[src/rtl/mul_div_unit.sv]
// Iterative RV32M-style multiply/divide unit: radix-2 shift-add multiply and
// restoring divide on operand magnitudes, one result bit per cycle.
module mul_div_unit #(
    parameter int XLEN  = 32,
    parameter int EXC_W = 32
) (
    input  logic             clk,
    input  logic             rst_n,
    input  logic             in_valid,
    output logic             in_ready,
    input  logic [6:0]       opcode,
    input  logic [6:0]       funct7,
    input  logic [2:0]       funct3,
    input  logic [XLEN-1:0]  op_a,
    input  logic [XLEN-1:0]  op_b,
    input  logic             flush,
    output logic             out_valid,
    input  logic             out_ready,
    output logic [XLEN-1:0]  result,
    output logic [EXC_W-1:0] exception_code,
    output logic             busy
);

    localparam int CNT_W = $clog2(XLEN);
    localparam logic [CNT_W-1:0] CNT_LAST = CNT_W'(XLEN - 1);
    localparam logic [XLEN-1:0] MOST_NEG = {1'b1, {(XLEN-1){1'b0}}};

    typedef enum logic [1:0] {IDLE, CALC, DONE} state_t;

    state_t             state_q, state_d;
    logic [CNT_W-1:0]   cnt_q, cnt_d;
    logic [XLEN-1:0]    result_q, result_d;
    logic [EXC_W-1:0]   exc_q, exc_d;
    logic               rdy_q;
    logic               capture;

    logic [2*XLEN-1:0]  acc_q, acc_nxt;
    logic [XLEN-1:0]    m_q;
    logic [2:0]         f3_q;
    logic               neg_q, neg_r_q;

    logic               legal, div_zero, div_ovf;
    logic               a_signed, b_signed, sa, sb;
    logic [XLEN-1:0]    mag_a, mag_b;

    function automatic logic [2*XLEN-1:0] mul_step(input logic [2*XLEN-1:0] acc,
                                                   input logic [XLEN-1:0]   m);
        logic [XLEN:0] sum;
        sum = {1'b0, acc[2*XLEN-1:XLEN]} + (acc[0] ? {1'b0, m} : {(XLEN+1){1'b0}});
        return {sum, acc[XLEN-1:1]};
    endfunction

    // Remainder lives in the upper half, quotient bits shift in at the bottom.
    function automatic logic [2*XLEN-1:0] div_step(input logic [2*XLEN-1:0] acc,
                                                   input logic [XLEN-1:0]   m);
        logic [XLEN:0] sh;
        logic [XLEN:0] diff;
        sh   = acc[2*XLEN-1:XLEN-1];
        diff = sh - {1'b0, m};
        if (sh >= {1'b0, m})
            return {diff[XLEN-1:0], acc[XLEN-2:0], 1'b1};
        else
            return {sh[XLEN-1:0], acc[XLEN-2:0], 1'b0};
    endfunction

    function automatic logic [XLEN-1:0] fixup(input logic [2*XLEN-1:0] acc,
                                              input logic [2:0]        f3,
                                              input logic              neg,
                                              input logic              neg_r);
        logic [2*XLEN-1:0] prod;
        logic [XLEN-1:0]   quo;
        logic [XLEN-1:0]   rem;
        prod = neg   ? -acc : acc;
        quo  = neg   ? -acc[XLEN-1:0] : acc[XLEN-1:0];
        rem  = neg_r ? -acc[2*XLEN-1:XLEN] : acc[2*XLEN-1:XLEN];
        case (f3)
            3'b000:                 return prod[XLEN-1:0];
            3'b001, 3'b010, 3'b011: return prod[2*XLEN-1:XLEN];
            3'b100, 3'b101:         return quo;
            default:                return rem;
        endcase
    endfunction

    assign legal    = (opcode == 7'b0110011) && (funct7 == 7'b0000001);
    assign div_zero = funct3[2] && (op_b == '0);
    assign div_ovf  = (funct3 == 3'b100 || funct3 == 3'b110) &&
                      (op_a == MOST_NEG) && (op_b == '1);

    assign a_signed = (funct3 != 3'b011) && (funct3 != 3'b101) && (funct3 != 3'b111);
    assign b_signed = a_signed && (funct3 != 3'b010);
    assign sa       = a_signed && op_a[XLEN-1];
    assign sb       = b_signed && op_b[XLEN-1];
    assign mag_a    = sa ? -op_a : op_a;
    assign mag_b    = sb ? -op_b : op_b;

    assign acc_nxt  = f3_q[2] ? div_step(acc_q, m_q) : mul_step(acc_q, m_q);

    always_ff @(posedge clk or negedge rst_n) begin
        if (!rst_n) begin
            state_q  <= IDLE;
            cnt_q    <= '0;
            result_q <= '0;
            exc_q    <= '0;
            rdy_q    <= 1'b0;
        end else begin
            state_q  <= state_d;
            cnt_q    <= cnt_d;
            result_q <= result_d;
            exc_q    <= exc_d;
            rdy_q    <= 1'b1;
        end
    end

    always_comb begin
        state_d  = state_q;
        cnt_d    = cnt_q;
        result_d = result_q;
        exc_d    = exc_q;
        capture  = 1'b0;
        if (flush) begin
            state_d = IDLE;
            cnt_d   = '0;
        end else begin
            case (state_q)
                IDLE: begin
                    if (in_valid && rdy_q) begin
                        capture = 1'b1;
                        cnt_d   = '0;
                        exc_d   = '0;
                        if (!legal) begin
                            state_d  = DONE;
                            result_d = '0;
                            exc_d    = EXC_W'(1);
                        end else if (div_zero) begin
                            state_d  = DONE;
                            result_d = funct3[1] ? op_a : '1;
                        end else if (div_ovf) begin
                            state_d  = DONE;
                            result_d = funct3[1] ? '0 : op_a;
                        end else begin
                            state_d  = CALC;
                        end
                    end
                end
                CALC: begin
                    cnt_d = cnt_q + 1'b1;
                    if (cnt_q == CNT_LAST) begin
                        state_d  = DONE;
                        cnt_d    = '0;
                        result_d = fixup(acc_nxt, f3_q, neg_q, neg_r_q);
                    end
                end
                DONE: begin
                    if (out_ready)
                        state_d = IDLE;
                end
                default: state_d = IDLE;
            endcase
        end
    end

    // Operand magnitudes and sign fix-up flags are latched at accept time.
    always_ff @(posedge clk) begin
        if (capture) begin
            f3_q    <= funct3;
            acc_q   <= funct3[2] ? {{XLEN{1'b0}}, mag_a} : {{XLEN{1'b0}}, mag_b};
            m_q     <= funct3[2] ? mag_b : mag_a;
            neg_q   <= sa ^ sb;
            neg_r_q <= sa;
        end else if (state_q == CALC) begin
            acc_q   <= acc_nxt;
        end
    end

    assign in_ready       = (state_q == IDLE) && rdy_q;
    assign out_valid      = (state_q == DONE);
    assign busy           = (state_q != IDLE);
    assign result         = result_q;
    assign exception_code = exc_q;

endmodule

[config.mk]
export PLATFORM = sky130hd
export DESIGN_NAME = mul_div_unit
export DESIGN_NICKNAME = d
export VERILOG_FILES = /design/src/rtl/mul_div_unit.sv
export SDC_FILE = /design/constraint.sdc
export NUM_CORES = 1
export LEC_CHECK = 0
export ABC_AREA = 1
export CELL_PAD_IN_SITES_DETAIL_PLACEMENT = 1
export CELL_PAD_IN_SITES_GLOBAL_PLACEMENT = 2
export CORE_MARGIN = 3
export CORE_UTILIZATION = 30
export DETAILED_ROUTE_END_ITERATION = 6
export DONT_BUFFER_PORTS = 1
export HOLD_SLACK_MARGIN = 0.06
export PLACE_DENSITY = 0.78
export SYNTH_ARGS = -nofsm -noshare
export SYNTH_HDL_FRONTEND = slang
export SYNTH_SLANG_ARGS = --single-unit
[constraint.sdc]
create_clock -name clk -period 6.25 [get_ports clk]
set_clock_uncertainty 0.05 [all_clocks]
set_input_delay 1.875 -clock clk [delete_from_list [all_inputs] [get_ports clk]]
set_output_delay 1.875 -clock clk [all_outputs]
set_load 0.02 [all_outputs]
; Word level (Yosys, flattened, before mapping)
; Cells that the tools add are included.
[totals]
regBits = 173
inputBits = 86
word_cells = 107
out_inout_bits = 67
[op_classes]
n_lt_le_gt_ge = 1
n_addsub = 8
muxes = 37
n_reduce_logical = 25
eq_ne = 24
bitwise_logic = 2
[op_table]
columns = operator, count
row1 = $mux 32, 14
row2 = $mux 64, 5
row3 = $neg 32->32, 4
row4 = $pmux 32 s3, 1
row5 = $eq 32x32->1 const B, 2
row6 = $neg 64->64, 1
row7 = $pmux 32 s2, 1
row8 = $add 32x32->33, 1
row9 = $ge 33x32->1, 1
row10 = $logic_not 32->1, 1
row11 = $sub 32x32->32, 1
row12 = $mux 5, 3
row13 = $mux 2, 7
row14 = $eq 3x3->1 const B, 4
row15 = $ne 3x3->1 const B, 4
row16 = $logic_and 1x1->1, 11
row17 = $pmux 5 s2, 1
row18 = $ne 3x2->1 const B, 3
row19 = $eq 7x1->1 const B, 1
row20 = $eq 7x6->1 const B, 1
row21 = $eq 3x2->1 const B, 2
row22 = $pmux 2 s3, 1
row23 = $reduce_and 3->1, 2
row24 = $reduce_bool 2->1, 3
row25 = 18 further kinds, 22

; Logic depth before layout (Yosys ltp)
[depth]
word_depth = 10
mapped_depth = 31
ltp_nobuf = 31

; Least setup slack after synthesis
; OpenSTA, ideal clock, no wires.
[synth_timing]
kind = input to register
startpoint = input op_b[0]
endpoint = register acc_q[30], data pin
n_path_buf = 0
setup_ns = 0.268
path_stages = 17
arrival_ns = 4.059
required_time_ns = 5.932
slack_ns = 1.873
cell_sequence = inv_1 ha_1 nor3b_1 nand3_1 nor3_2 nand3_1 nor3_1 nand4_1 nor3_1 nand2_1 inv_1 a21oi_1 a21oi_1 xor2_1 inv_1 nor2_1 o22ai_1
[synth_via]
elab_chain_cells = 4
[synth_lines]
columns = element, line
row1 = "start, declared", 15  ; input logic [XLEN-1:0] op_b,
row2 = $neg 32->32, 94  ; assign mag_b = sb ? -op_b : op_b;
row3 = $mux 32, 94
row4 = $mux 32, 166  ; acc_q <= funct3[2] ? {{XLEN{1'b0}}, mag_a} : {{XLEN{1'b0}}, mag_b};
row5 = $mux 64, 164  ; if (capture) begin
row6 = "end signal, assigned", 166
row7 = "end signal, assigned", 171  ; acc_q <= acc_nxt;
row8 = "end, declared", 37  ; logic [2*XLEN-1:0] acc_q, acc_nxt;
; Every way passes these cells.
; A chain may end at the register's enable or synchronous reset.

; Worst setup path after layout
[layout_timing]
startpoint = input op_a[1]
endpoint = register m_q[29], data pin
[layout_via]
elab_chain_cells = 3
[layout_lines]
columns = element, line
row1 = "start, declared", 14  ; input logic [XLEN-1:0] op_a,
row2 = $neg 32->32, 93  ; assign mag_a = sa ? -op_a : op_a;
row3 = $mux 32, 93
row4 = $mux 32, 167  ; m_q <= funct3[2] ? mag_b : mag_a;
row5 = "end signal, assigned", 167
row6 = "end, declared", 38  ; logic [XLEN-1:0] m_q;
; Every way passes these cells.

==> reports/results.txt <==
The flow ran to the end, and the final reports show no timing, DRC or antenna violations. The routed design could run at a clock period as short as 5.11 ns. In the routed design, unresolved DRC markers number 0.

The initial antenna violation count is 3, and the required time at the worst-slack endpoint is 6.34 ns. In this run the remaining antenna-violating nets after routing total 0. The terminus of the critical flop-to-flop path was result[18]. The tools report the internal cell power as 0.00210 W. The maximum number of pins on one net before global-route repair was 89; the average vias per placed instance was 5.38.

The count of cell types in the netlist was 61. The peak supply drop was 188 uV; the share of layout cells above drive strength 1 was 0.0669. The beginning of the worst register-to-register path is acc_q[33].

Static leakage: 9.45 nW. After synthesis, the cell types taking the most area are sky130_fd_sc_hd__nand2_1, sky130_fd_sc_hd__edfxtp_1, sky130_fd_sc_hd__inv_1, sky130_fd_sc_hd__nor2_1, sky130_fd_sc_hd__nand3_1. The layout net count came out at 3180. Combinational family with the most area after synthesis: simple AND/OR/NAND/NOR gates. Setup repair after global routing left no endpoint under its margin. Once the clock tree was built, the setup fixing pass inserted 0 buffers. The share of total power in combinational logic is 0.342, and the count of flip-flops with a built-in enable after synthesis is 101. TritonCTS built the clock tree.

The setup TNS after final layout is 0 ns, and the synthesized-area fraction occupied by xor and xnor cells is 0.0437. The root buffer cell was sky130_fd_sc_hd__clkbuf_16. The x dimension of the die came out at 254 um. The total of hold buffers inserted after clock tree synthesis was 0; the number of gates resized after cts was 0. After layout, the design draws a total of 0.00381 W. The worst hold path begins at cnt_q[4].

The largest total area in the synthesized netlist belongs to sky130_fd_sc_hd__nand2_1. Buffers inserted during clock tree synthesis total 17. The cell depth of the worst min-delay path is 1, and the total wire length is 92.0 mm. The post-synthesis register bit count was 142; the switching power of the nets was 0.00171 W. The chip height was 254 um; the sequential group share of total power was 0.371. After global routing the overflow that remains totals 0. The path depth of the worst reg2reg path works out to 27. Counting the fill cells in the layout gives 8029. The logs give 0 for the hold violation count in the final report and 0.283 for the overall routing resource usage. The run gives 196 MHz as the maximum clock rate.

The simple-gate area share of the yosys netlist works out to 0.408. The routability-driven placement congestion ratio was 0.973; the floorplan core area was 60600 um2. The relative slew slack is 0.218. The critical-path maximum fanout is 4, and the largest stage delay on the critical path is 0.91 ns. Counting instances in the post-synthesis netlist gives the leading cell types as sky130_fd_sc_hd__nand2_1, sky130_fd_sc_hd__inv_1, sky130_fd_sc_hd__nor2_1. The H-tree was split into 4 levels. The share of the clock period used by the worst path after layout works out to 0.818.

The power density of the placed cells was 194 nW/um2; the number of max-slew violations in the final report was 0. Critical path class: in -> reg. Share of Yosys cell area claimed by the top area cell type: 0.173. The detailed-routing iteration count for the pre-antenna-repair pass was 5; the fraction of registers with async set/reset was 0.289.

The data arrival at the endpoint of the critical path is 5.20 ns, and the total number of yosys warnings is 0. Relative to the synthesized area, the layout overhead comes to 6.41%. The class of the worst hold path was reg -> reg. The critical path goes through nor2_1 -> inv_1 -> nor4_1 -> nand3_1 -> nor3_1 -> inv_1 -> nor2_1 -> nand4_1 -> o21ai_0 -> nand2_1 -> nor2_1 -> o21ai_0 -> xor2_1 -> inv_1 -> o21ai_0.

The overall via count from detail_route is 20600, and the complex-gate fraction of the synthesized area is 0.148. Summing every instance area after synthesis gives 18400 um2. The cell row count came out at 90. During placement, the flow inserted port buffers numbering 0. The end point of the most critical hold path is cnt_q[4]. The run gives 20800 as the via count of the first global-routing pass. No sink is reached through more buffers than the 2 on the longest clock path.

The run gives 76.6 mm as the post-DP HPWL. Setup violations remaining at the end of the flow were counted as 0. Max-cap violations in this run came to 0. The share of the core filled with cells in the final layout is 0.324. 153 I/O pins were placed. Clock-pin slew was measured on the worst setup and hold paths at 0.07 ns. After technology mapping, the gate count stands at 3078. In the final routed layout, each cell accounts on average for 24.1 um.

Startpoint of the worst setup timing path: op_a[1]. The starting density of the core was 0.304. The tools report the clock latency on the worst-skew pair as 0.51 ns. The area of the die is 64500 um2, and the CTS sink count is 142. The tools report the reg-to-reg setup timing slack as 1.28 ns.

After the first detailed-routing iteration, the DRC count stood at 1331. sky130_fd_sc_hd__nand2_1 is the most common cell in the netlist. The worst setup path is captured at a flip-flop. The share of synthesized area spent on multiplexers was 0.000611; the part of the Yosys area used for sequential elements was 0.220. The fraction of power spent switching nets was 0.448. The post-synthesis adder-cell area fraction is 0.0503, and the clock network fraction of total power is 0.287. On the critical path, the stage with the largest delay is an instance of sky130_fd_sc_hd__o21ai_0. Among all flip-flop cells after synthesis, the most frequent one is sky130_fd_sc_hd__edfxtp_1.

The first global-routing pass estimated 135 mm of wire. STA classifies the critical path startpoint as an input pin. Dividing the synthesized area by the synthesized cell count gives 5.99 um2. At the pin with the least slew margin, the transition time is 1.16 ns.
[stage by stage]
| step | hold slack [ns] | cells | setup slack, ns | instance area, um2 |
|---|---|---|---|---|
| global placement | 0.430 | 3784 | 0.750 | 19000 |
| finish | 0.461 | 3817 | 1.14 | 19600 |
| detailed placement | 0.447 | 3784 | 0.639 | 19000 |
| floorplan | 0.422 | 3108 | 1.87 | 18600 |
| global route | 0.495 | 3816 | 0.720 | 19600 |
| CTS | 0.463 | 3816 | 1.19 | 19600 |
[worst max path at each step]
stage	to	slack, ns	cells past startpoint
after floorplan	acc_q[30]	1.87	17
after global placement	m_q[30]	0.75	15
after detailed placement	m_q[30]	0.64	15
after CTS	m_q[30]	1.19	15
after global routing	m_q[30]	0.72	15
final	m_q[29]	1.14	15
[power by group through the flow]
stage               sequential [W]  clock (W)  combinational, W
detailed placement         0.00143          0           0.00129
finish                     0.00141    0.00109           0.00130
global route               0.00142    0.00114           0.00144
floorplan                  0.00134          0          0.000889
global placement           0.00143          0           0.00127
CTS                        0.00141    0.00112           0.00130
[registers in the layout (all words and copies together) (netlist names)]
name,flops
acc_q,64
exception_code,1
state_q,2
neg_q,1
neg_r_q,1
f3_q,3
rdy_q,1
m_q,32
cnt_q,5
result,32
[logic make-up after synthesis]
kind of cell	after synthesis
multiplexers	1
other	2
AO/OA/AOI/OAI	486
adder cells (fa/ha/maj)	73
XOR/XNOR	92
flip-flops	142
buffers and inverters	577
AND/OR/NAND/NOR	1705
[area by class of cell]
type | instances | area [um2] | share of cell area
timing repair buffer | 27 | 203 | 0.0103
clock inverter | 11 | 104 | 0.00529
inverter | 444 | 1670 | 0.0849
clock buffer | 21 | 475 | 0.0242
multi-input combinational | 2389 | 12100 | 0.618
tap | 782 | 978 | 0.0499
sequential | 142 | 4060 | 0.207
antenna | 1 | 2.50 | 0.000128
[critical path, delay by kind of cell]
kind	cells	cell delay (ns)
compound gates	3	1.36
simple gates	8	1.56
buf+inv	3	0.24
xor+xnor	1	0.17
[cell usage in the layout (no fill, tap or decap), drive strengths merged, types with 27 or more instances in the layout]
cell type	synthesis	final
nand2	889	889
inv	438	444
nor2	413	413
nand3	263	263
o21ai	235	235
a21oi	136	136
edfxtp	101	101
ha	71	71
xor2	70	70
a31oi	46	46
dfrtp	41	41
nand4	36	36
conb	2	32
nor3	32	32
buf	70	27
[layer usage]
layer / track usage / up-vias / share of wire / wire length [um]
met3: 0.0420 / 140 / 0.050 / 4560
met4: 0.120 / 0 / 0.043 / 3910
li1: - / 9786 / - / -
met5: 0 / - / 0 / 0
met2: 0.490 / 578 / 0.48 / 44500
met1: 0.351 / 10000 / 0.42 / 39000
Power figures use the tool's default switching activity.
